`src/rtl/hazard_scoreboard_if.sv`:
```
// D-stage hazard bus between the decoder (master) and the hazard scoreboard (slave).
interface hazard_scoreboard_if #(
    parameter int unsigned NSTAGE = 3,
    parameter int unsigned TW     = 3
);
    localparam int unsigned SW = $clog2(NSTAGE + 1);

    logic [4:0]    rs_d;
    logic [4:0]    rt_d;
    logic [TW-1:0] tuse_rs_d;
    logic [TW-1:0] tuse_rt_d;
    logic [4:0]    a3_d;
    logic          rfwe_d;
    logic [TW-1:0] tnew_d;
    logic          md_start_d;
    logic          md_div_d;
    logic          md_use_d;
    logic          stall;
    logic [SW-1:0] fwd_rs_sel;
    logic [SW-1:0] fwd_rt_sel;
    logic          md_busy;

    modport master (
        output rs_d, rt_d, tuse_rs_d, tuse_rt_d, a3_d, rfwe_d, tnew_d,
               md_start_d, md_div_d, md_use_d,
        input  stall, fwd_rs_sel, fwd_rt_sel, md_busy
    );

    modport slave (
        input  rs_d, rt_d, tuse_rs_d, tuse_rt_d, a3_d, rfwe_d, tnew_d,
               md_start_d, md_div_d, md_use_d,
        output stall, fwd_rs_sel, fwd_rt_sel, md_busy
    );
endinterface

```
`src/rtl/hazard_scoreboard.sv`:
```
// Tnew/Tuse scoreboard for the five-stage pipeline: tracks in-flight writers,
// produces the D-stage stall and forward selects, and counts down the mult/div unit.
module hazard_scoreboard #(
    parameter int unsigned NSTAGE  = 3,
    parameter int unsigned TW      = 3,
    parameter int unsigned MUL_LAT = 5,
    parameter int unsigned DIV_LAT = 10
) (
    input  logic                 clk,
    input  logic                 reset,
    hazard_scoreboard_if.slave   sb
);
    localparam int unsigned SW     = $clog2(NSTAGE + 1);
    localparam int unsigned MD_MAX = (MUL_LAT > DIV_LAT) ? MUL_LAT : DIV_LAT;
    localparam int unsigned CW     = $clog2(MD_MAX + 1);

    logic          ent_valid [1:NSTAGE];
    logic [4:0]    ent_a3    [1:NSTAGE];
    logic [TW-1:0] ent_tnew  [1:NSTAGE];
    logic [CW-1:0] md_cnt;

    logic          rs_hit_c, rt_hit_c;
    logic [SW-1:0] rs_k_c, rt_k_c;
    logic [TW-1:0] rs_tnew_c, rt_tnew_c;
    logic          md_busy_c;
    logic          stall_c;

    // Scan oldest to youngest so the youngest matching writer overrides older ones.
    always_comb begin
        rs_hit_c  = 1'b0;
        rs_k_c    = '0;
        rs_tnew_c = '0;
        rt_hit_c  = 1'b0;
        rt_k_c    = '0;
        rt_tnew_c = '0;
        for (int k = int'(NSTAGE); k >= 1; k--) begin
            if (ent_valid[k] && (ent_a3[k] == sb.rs_d) && (sb.rs_d != 5'd0)) begin
                rs_hit_c  = 1'b1;
                rs_k_c    = SW'(k);
                rs_tnew_c = ent_tnew[k];
            end
            if (ent_valid[k] && (ent_a3[k] == sb.rt_d) && (sb.rt_d != 5'd0)) begin
                rt_hit_c  = 1'b1;
                rt_k_c    = SW'(k);
                rt_tnew_c = ent_tnew[k];
            end
        end
    end

    assign md_busy_c = (md_cnt != '0);
    assign stall_c   = (rs_hit_c && (rs_tnew_c > sb.tuse_rs_d))
                     | (rt_hit_c && (rt_tnew_c > sb.tuse_rt_d))
                     | (sb.md_use_d && md_busy_c);

    assign sb.stall      = stall_c;
    assign sb.md_busy    = md_busy_c;
    assign sb.fwd_rs_sel = (rs_hit_c && (rs_tnew_c == '0)) ? rs_k_c : '0;
    assign sb.fwd_rt_sel = (rt_hit_c && (rt_tnew_c == '0)) ? rt_k_c : '0;

    // Writer pipeline advances every cycle; a stalled D slot enters E as a bubble.
    always_ff @(posedge clk or negedge reset) begin
        if (!reset) begin
            for (int k = 1; k <= int'(NSTAGE); k++) begin
                ent_valid[k] <= 1'b0;
                ent_a3[k]    <= '0;
                ent_tnew[k]  <= '0;
            end
            md_cnt <= '0;
        end else begin
            ent_valid[1] <= sb.rfwe_d && (sb.a3_d != 5'd0) && !stall_c;
            ent_a3[1]    <= sb.a3_d;
            ent_tnew[1]  <= sb.tnew_d;
            for (int k = 2; k <= int'(NSTAGE); k++) begin
                ent_valid[k] <= ent_valid[k-1];
                ent_a3[k]    <= ent_a3[k-1];
                ent_tnew[k]  <= (ent_tnew[k-1] == '0) ? '0 : ent_tnew[k-1] - TW'(1);
            end
            if (sb.md_start_d && !stall_c) begin
                md_cnt <= sb.md_div_d ? CW'(DIV_LAT) : CW'(MUL_LAT);
            end else if (md_cnt != '0) begin
                md_cnt <= md_cnt - CW'(1);
            end
        end
    end
endmodule

```
`src/flat_wrapper.sv`:
```
// flat-port wrapper written by rule: the top's interface ports become plain ports
module hazard_scoreboard_flat 
#(
    parameter int unsigned NSTAGE  = 3,
    parameter int unsigned TW      = 3,
    parameter int unsigned MUL_LAT = 5,
    parameter int unsigned DIV_LAT = 10
)
  (clk, reset, sb_rs_d, sb_rt_d, sb_tuse_rs_d, sb_tuse_rt_d, sb_a3_d, sb_rfwe_d, sb_tnew_d, sb_md_start_d, sb_md_div_d, sb_md_use_d, sb_stall, sb_fwd_rs_sel, sb_fwd_rt_sel, sb_md_busy);
  hazard_scoreboard_if #(.NSTAGE(NSTAGE), .TW(TW)) sb_i ();
  input  logic clk;
  input  logic reset;
  input wire logic [$bits(sb_i.rs_d)-1:0] sb_rs_d;
  input wire logic [$bits(sb_i.rt_d)-1:0] sb_rt_d;
  input wire logic [$bits(sb_i.tuse_rs_d)-1:0] sb_tuse_rs_d;
  input wire logic [$bits(sb_i.tuse_rt_d)-1:0] sb_tuse_rt_d;
  input wire logic [$bits(sb_i.a3_d)-1:0] sb_a3_d;
  input wire logic [$bits(sb_i.rfwe_d)-1:0] sb_rfwe_d;
  input wire logic [$bits(sb_i.tnew_d)-1:0] sb_tnew_d;
  input wire logic [$bits(sb_i.md_start_d)-1:0] sb_md_start_d;
  input wire logic [$bits(sb_i.md_div_d)-1:0] sb_md_div_d;
  input wire logic [$bits(sb_i.md_use_d)-1:0] sb_md_use_d;
  output wire logic [$bits(sb_i.stall)-1:0] sb_stall;
  output wire logic [$bits(sb_i.fwd_rs_sel)-1:0] sb_fwd_rs_sel;
  output wire logic [$bits(sb_i.fwd_rt_sel)-1:0] sb_fwd_rt_sel;
  output wire logic [$bits(sb_i.md_busy)-1:0] sb_md_busy;
  assign sb_i.rs_d = sb_rs_d;
  assign sb_i.rt_d = sb_rt_d;
  assign sb_i.tuse_rs_d = sb_tuse_rs_d;
  assign sb_i.tuse_rt_d = sb_tuse_rt_d;
  assign sb_i.a3_d = sb_a3_d;
  assign sb_i.rfwe_d = sb_rfwe_d;
  assign sb_i.tnew_d = sb_tnew_d;
  assign sb_i.md_start_d = sb_md_start_d;
  assign sb_i.md_div_d = sb_md_div_d;
  assign sb_i.md_use_d = sb_md_use_d;
  assign sb_stall = sb_i.stall;
  assign sb_fwd_rs_sel = sb_i.fwd_rs_sel;
  assign sb_fwd_rt_sel = sb_i.fwd_rt_sel;
  assign sb_md_busy = sb_i.md_busy;
  hazard_scoreboard #(.NSTAGE(NSTAGE), .TW(TW), .MUL_LAT(MUL_LAT), .DIV_LAT(DIV_LAT)) u_core (.clk(clk), .reset(reset), .sb(sb_i));
endmodule
```
`config.mk`:
```
export PLATFORM = sky130hd
export DESIGN_NAME = hazard_scoreboard_flat
export DESIGN_NICKNAME = d
export VERILOG_FILES = /design/src/rtl/hazard_scoreboard_if.sv /design/src/rtl/hazard_scoreboard.sv /design/src/flat_wrapper.sv
export SDC_FILE = /design/constraint.sdc
export NUM_CORES = 1
export LEC_CHECK = 0
export ABC_AREA = 1
export BUFFER_PORTS_ARGS = -buffer_cell sky130_fd_sc_hd__buf_4
export CORE_ASPECT_RATIO = 0.8
export CORE_MARGIN = 4
export CORE_UTILIZATION = 50
export CTS_BUF_LIST = sky130_fd_sc_hd__clkbuf_8
export CTS_CLUSTER_DIAMETER = 200
export DETAILED_ROUTE_END_ITERATION = 8
export PLACE_DENSITY = 0.72
export REMOVE_ABC_BUFFERS = 1
export SYNTH_ARGS = -nofsm -noshare
export SYNTH_HDL_FRONTEND = slang
export SYNTH_SLANG_ARGS = --single-unit
```
`constraint.sdc`:
```
create_clock -name clk -period 2.3 [get_ports clk]
set_input_delay 0.23 -clock clk [delete_from_list [all_inputs] [get_ports clk]]
set_output_delay 0.23 -clock clk [all_outputs]
set_load 0.1 [all_outputs]
```
==> flow_metrics.env, run 1 <==
export IMPL_violations="setup timing"
export IMPL_ir_drop_uv=491
export IMPL_track_usage=0.214
export IMPL_muxShareOfSynthArea=0
export IMPL_dp_cells=451
export IMPL_num_rows=21
export IMPL_cts_max_level=2
export IMPL_dp_hpwl_mm=4.54
export IMPL_drcViolationCount=0
export IMPL_wl_per_cell_um=13.0
export IMPL_max_cap_violations=0
export IMPL_fin_skew_ps=7.29
export IMPL_dr_pass1_iters=4
export IMPL_period_share=1.22
export IMPL_final_area_um2=3300
export IMPL_synth_xor_area_frac=0.0152
export IMPL_syn_area_per_cell_um2=6.90
export IMPL_finalNonFillerCells=469
export IMPL_io_buffer_count=35
export IMPL_rsz0062_at_grt="yes"
export IMPL_ys_warn_count=0
export IMPL_yosysUniqueCellTypes=28
export IMPL_hold_class="in2reg"
export IMPL_cts_buffer_depth=2
export IMPL_post_route_cells_drive_above_1_share=0.400
export IMPL_dieArea_um2=5780
export IMPL_slew_headroom=0.736
export IMPL_cts_sink_count=31
export IMPL_rrSetupSlack_ps=-430
export IMPL_period_needed_ps=2800
export IMPL_cp_required_ps=2070
export IMPL_finalWorstSetupSlack_ps=-504
export IMPL_synth_area_um2=2310
export IMPL_worst_setup_path_type="reg2out"
export IMPL_p_int_uw=1210
export IMPL_worstMarginPinSlew_ps=396
export IMPL_via_per_inst=4.91
export IMPL_seqPwrFrac=0.358
export IMPL_cp_max_fo=4
export IMPL_grt_pass1_vias=2213
export IMPL_placed_area_um2=2830
export IMPL_cp_start_kind="register"
export IMPL_synth_seq_area_share=0.335
export IMPL_powerDensity_nw_per_um2=562
export IMPL_syn_inst=335
export IMPL_ant_nets=0
export IMPL_clkSlewWorstSetupHoldPaths_ps=60
export IMPL_wl_mm=6.08
export IMPL_clkLatencyLatePin_ps=290
export IMPL_power_frac_clock=0.305
export IMPL_final_cell_mix="nand2_1 (108), buf_4 (60), inv_1 (44)"
export IMPL_hold_viol_final=0
export IMPL_synthAdderAreaFrac=0.0649
export IMPL_antennaDiodeCount=0
export IMPL_gp_congestion=0.904
export IMPL_start_util=0.537
export IMPL_synth_top_family_by_area="simple AND/OR/NAND/NOR gates"
export IMPL_die_w_um=84.0
export IMPL_synth_seq_cells=31
export IMPL_arrival_ps=2570
export IMPL_layout_nets=453
export IMPL_cts_tree="done"
export IMPL_antenna_found_initial=0
export IMPL_p_comb_frac=0.337
export IMPL_leakage_uw=0.00179
export IMPL_coreArea_um2=4310
export IMPL_grt_first_pass_wirelength_mm=9.72
export IMPL_first_iter_violations=152
export IMPL_fmaxAchievable_mhz=357
export IMPL_overflow=0
export IMPL_layout_commonest_cell="nand2_1"
export IMPL_power_uw=1860
export IMPL_pin_count=36
export IMPL_synth_compound_area_frac=0.0703
export IMPL_fp_dieH_um=68.8
export IMPL_switching_share=0.347
export IMPL_setup_viol=10
export IMPL_status="complete, but fails checks"
export IMPL_drv_slew=0
export IMPL_switching_power_uw=644
export IMPL_cts_root_buf="clkbuf_8"
export IMPL_vias=2305
export IMPL_area_delta_synth_final_pct=42.8
export IMPL_utilization=0.766
export IMPL_fillers=324
export IMPL_synth_simple_area_share=0.412
export IMPL_whs_ps=47.1
export IMPL_cts_buffers=5
export IMPL_end_kind="primary output"
export IMPL_grt_max_degree=32
[cell type report]
class | count | area [µm²] | share of cell area
timing repair buffer | 69 | 577 | 0.175
tap | 57 | 71.3 | 0.0216
clock buffer | 6 | 82.6 | 0.0250
multi-input combinational | 241 | 1520 | 0.461
inverter | 63 | 236 | 0.0716
clock inverter | 2 | 35.0 | 0.0106
sequential | 31 | 777 | 0.235
[worst max-delay path, cell delays in order (launching register included)]
cell      delay, ps
dfrtp_1         430
xnor2_1         200
nand2_1         130
nor2_4          160
nand2_4          80
nand2_4          80
nor2_4           30
o21ai_2         140
inv_2            60
ha_4            280
nand3b_1         90
a32oi_2         240
nand2_4         110
nand2_4          90
buf_12          170
[path summary, 6_finish.rpt]
kind / start / end / cells after the start
setup / recovery: u_core.ent_a3[7] / sb_stall / 14
hold / removal: sb_tnew_d[2] / u_core.ent_tnew[8] / 1
setup reg to reg: u_core.ent_a3[7] / u_core.md_cnt[1] / 19
hold reg to reg: u_core.ent_valid[2] / u_core.ent_valid[1] / 0
max in group asynchronous: reset / u_core.ent_a3[8] / 2
min in group asynchronous: reset / u_core.ent_a3[2] / 2
[layer usage]
layer  vias to the layer above  GRT usage  routed length, µm
li1                       1177          -                  -
met1                      1056      0.279               2790
met2                        66      0.376               2800
met3                         6     0.0380                419
met4                         0     0.0562                 67
met5                         -          0                  0
[synthesized netlist by cell type (all sizes together)]
master | number | area (µm²)
nor3 | 5 | 35.0
clkinv | 1 | 3.75
o21ai | 10 | 57.6
nor2 | 36 | 183
dfrtp | 31 | 776
o21bai | 1 | 11.3
a32oi | 2 | 17.5
nand2 | 132 | 546
ha | 12 | 150
nand4 | 4 | 46.3
inv | 62 | 233
nand3b | 2 | 15.0
a21oi | 13 | 76.3
xnor2 | 4 | 35.0
nand3 | 20 | 128
[sequential cells by signal, indices dropped and copies added (netlist names)]
register	cells
u_core.ent_a3	15
u_core.ent_tnew	9
u_core.md_cnt	4
u_core.ent_valid	3
[cell families after synthesis]
| group | after synthesis |
|---|---|
| AND/OR/NAND/NOR | 199 |
| adder cells (fa/ha/maj) | 12 |
| flip-flops | 31 |
| buffers and inverters | 63 |
| AO/OA/AOI/OAI | 26 |
| XOR/XNOR | 4 |
[power groups by stage]
stage / logic (µW) / registers, µW / clock network (µW)
after floorplan: 376 / 662 / 0
after global placement: 527 / 671 / 0
after detailed placement: 538 / 673 / 0
after CTS: 578 / 663 / 568
after global routing: 700 / 674 / 593
final: 625 / 665 / 566
[through the flow]
| step | setup WS (ps) | setup TNS (ps) |
|---|---|---|
| floorplan | -1080 | -3180 |
| global placement | -307 | -1310 |
| detailed placement | -315 | -1340 |
| CTS | -432 | -1830 |
| global route | -654 | -4230 |
| finish | -504 | -2710 |
[timing repair]
| item | in CTS | in global routing |
|---|---|---|
| pin swaps | 20 | 28 |
| resized for setup | 33 | 39 |
| hold buffers | 1 | 0 |
| endpoints found under the hold margin | 31 | 0 |
| setup buffers | 7 | 5 |
| setup endpoints to repair | 10 | 10 |
(Power assumes the default switching activity.)
==> run 2: changes to the inputs <==
PLACE_DENSITY = not set   (was 0.72)
PLACE_DENSITY_LB_ADDON = 0.2   (was not set)
clock period = 3.6 ns   (was 2.3 ns; I/O delays follow)
==> run 2 against run 1 <==
Clock power is 37% lower. Via count is 8.9% lower. Utilization is 12 points lower. Register-to-register slack better by 1500 ps. The flow finishes with violations (hold timing). Non-clock buffer count is 34 lower. Highest routed layer unchanged. Final cell count is 7.2% lower. Sequential cell count stayed put.
==> flow_metrics.env, run 2 (synthesis gave the netlist of run 1 again) <==
export IMPL_dr_pass1_iters=5
export IMPL_path_cells="inv_1, a21oi_1, nand2_1, nor2_4, nand2_4, nand2_1, nor2_1, o21ai_2, inv_1, ha_1, nand3b_1, a32oi_1, nand2_4, nand2_1, buf_4"
export IMPL_cts_root_buf="clkbuf_8"
export IMPL_power_uw=1110
export IMPL_start_util=0.537
export IMPL_rrSetupSlack_ps=1090
export IMPL_first_iter_violations=128
export IMPL_drv_slew=0
export IMPL_worstMarginPinSlew_ps=393
export IMPL_max_cap_violations=0
export IMPL_largest_reg_flops=15
export IMPL_rr_startpoint="u_core.ent_a3[8]"
export IMPL_setup_viol=0
export IMPL_gp_congestion=0.875
export IMPL_antennaDiodeCount=0
export IMPL_leakage_uw=0.00159
export IMPL_num_rows=21
export IMPL_r2r_end="u_core.md_cnt[3]"
export IMPL_grt_pass1_vias=1922
export IMPL_crit_top_cell="nand2_1"
export IMPL_whs_ps=-3.11
export IMPL_hold_viol_final=8
export IMPL_grt_first_pass_wirelength_mm=8.54
export IMPL_cts_hold_buf=0
export IMPL_layout_nets=419
export IMPL_track_usage=0.190
export IMPL_arrival_ps=2800
export IMPL_period_needed_ps=3160
export IMPL_slew_headroom=0.738
export IMPL_cts_sink_count=31
export IMPL_antenna_found_initial=0
export IMPL_wl_per_cell_um=11.7
export IMPL_fin_setup_tns_ps=0
export IMPL_coreArea_um2=4310
export IMPL_dp_hpwl_mm=4.13
export IMPL_io_buffer_count=35
export IMPL_cts_tree="done"
export IMPL_cts_resized=0
export IMPL_die_w_um=84.0
export IMPL_area_delta_synth_final_pct=19.5
export IMPL_reg_top3="u_core.ent_a3: 15 flops, u_core.ent_tnew: 9 flops, u_core.md_cnt: 4 flops"
export IMPL_fin_skew_ps=11.3
export IMPL_period_share=0.878
export IMPL_cp_max_fo=5
export IMPL_fp_dieH_um=68.8
export IMPL_overflow=0
export IMPL_ir_drop_uv=359
export IMPL_dp_cells=427
export IMPL_finalNonFillerCells=435
export IMPL_clkSlewWorstSetupHoldPaths_ps=70
export IMPL_hold_class="in2async"
export IMPL_fmaxAchievable_mhz=316
export IMPL_slowest_stage="dfrtp_1"
export IMPL_status="complete, but fails checks"
export IMPL_cts_buffers=5
export IMPL_fillers=390
export IMPL_finalWorstSetupSlack_ps=438
export IMPL_layout_commonest_cell="nand2_1"
export IMPL_pin_count=36
export IMPL_dp_slack_ps=711
export IMPL_r2r_cells=17
export IMPL_rsz0062_at_grt="no"
export IMPL_end_kind="primary output"
export IMPL_powerDensity_nw_per_um2=401
export IMPL_wl_mm=5.10
export IMPL_worst_setup_path_type="reg2out"
export IMPL_ant_nets=0
export IMPL_via_per_inst=4.83
export IMPL_post_route_cells_drive_above_1_share=0.233
export IMPL_cp_start_kind="register"
export IMPL_vias=2100
export IMPL_dieArea_um2=5780
export IMPL_post_cts_buffers=0
export IMPL_regMostFlops="u_core.ent_a3"
export IMPL_grt_max_degree=32
export IMPL_drcViolationCount=0
export IMPL_cp_required_ps=3240
export IMPL_final_cell_mix="nand2_1 (120), inv_1 (52), buf_4 (35)"
export IMPL_cts_buffer_depth=2
export IMPL_violations="hold timing"
export IMPL_cts_max_level=2
export IMPL_slowest_delay_ps=400
export IMPL_clkLatencyLatePin_ps=290
[run 2: critical path, delay by kind of cell, from the launching register on]
kind | cells | cell delay [ps]
DFF | 1 | 400
and+or+nand+nor | 8 | 810
adders and majority gates | 1 | 300
AOI/OAI and AO/OA | 3 | 590
buffers and inverters | 3 | 410
[run 2: routing by layer]
layer  vias to the layer above  global-route usage  wire length [µm]
met5                         -                   0                 0
met4                         0              0.0602                46
met3                         6              0.0546               364
met2                        54               0.296              2170
met1                       934               0.256              2510
li1                       1106                   -                 -
[run 2: worst max-delay path by stage]
| stage | startpoint | end | slack, ps |
|---|---|---|---|
| finish | u_core.ent_a3[8] | sb_stall | 440 |
| global route | u_core.ent_a3[8] | sb_stall | 250 |
| CTS | u_core.ent_a3[8] | sb_stall | 450 |
| detailed placement | sb_rs_d[3] | sb_stall | 710 |
| global placement | sb_rs_d[4] | sb_stall | 780 |
| floorplan | u_core.ent_a3[9] | sb_fwd_rt_sel[0] | 90 |
[run 2: cell type report]
| type | instances | area [µm²] | share of cell area |
|---|---|---|---|
| timing repair buffer | 35 | 263 | 0.0951 |
| sequential | 31 | 776 | 0.281 |
| clock inverter | 2 | 35.0 | 0.0127 |
| inverter | 63 | 236 | 0.0856 |
| multi-input combinational | 241 | 1300 | 0.470 |
| tap | 57 | 71.3 | 0.0258 |
| clock buffer | 6 | 82.6 | 0.0299 |
[run 2: per-stage QoR]
step | utilization | hold slack [ps] | area, µm²
global placement | 0.614 | 319 | 2650
floorplan | - | 64.4 | 2310
CTS | 0.641 | 10.1 | 2760
global route | 0.641 | 23.8 | 2760
finish | 0.641 | -3.11 | 2760
detailed placement | 0.614 | 320 | 2650
[run 2: where the power goes]
part	switching [µW]	internal [µW]
Combinational	205	120
Sequential	34.2	391
Clock	135	224
Total	374	735
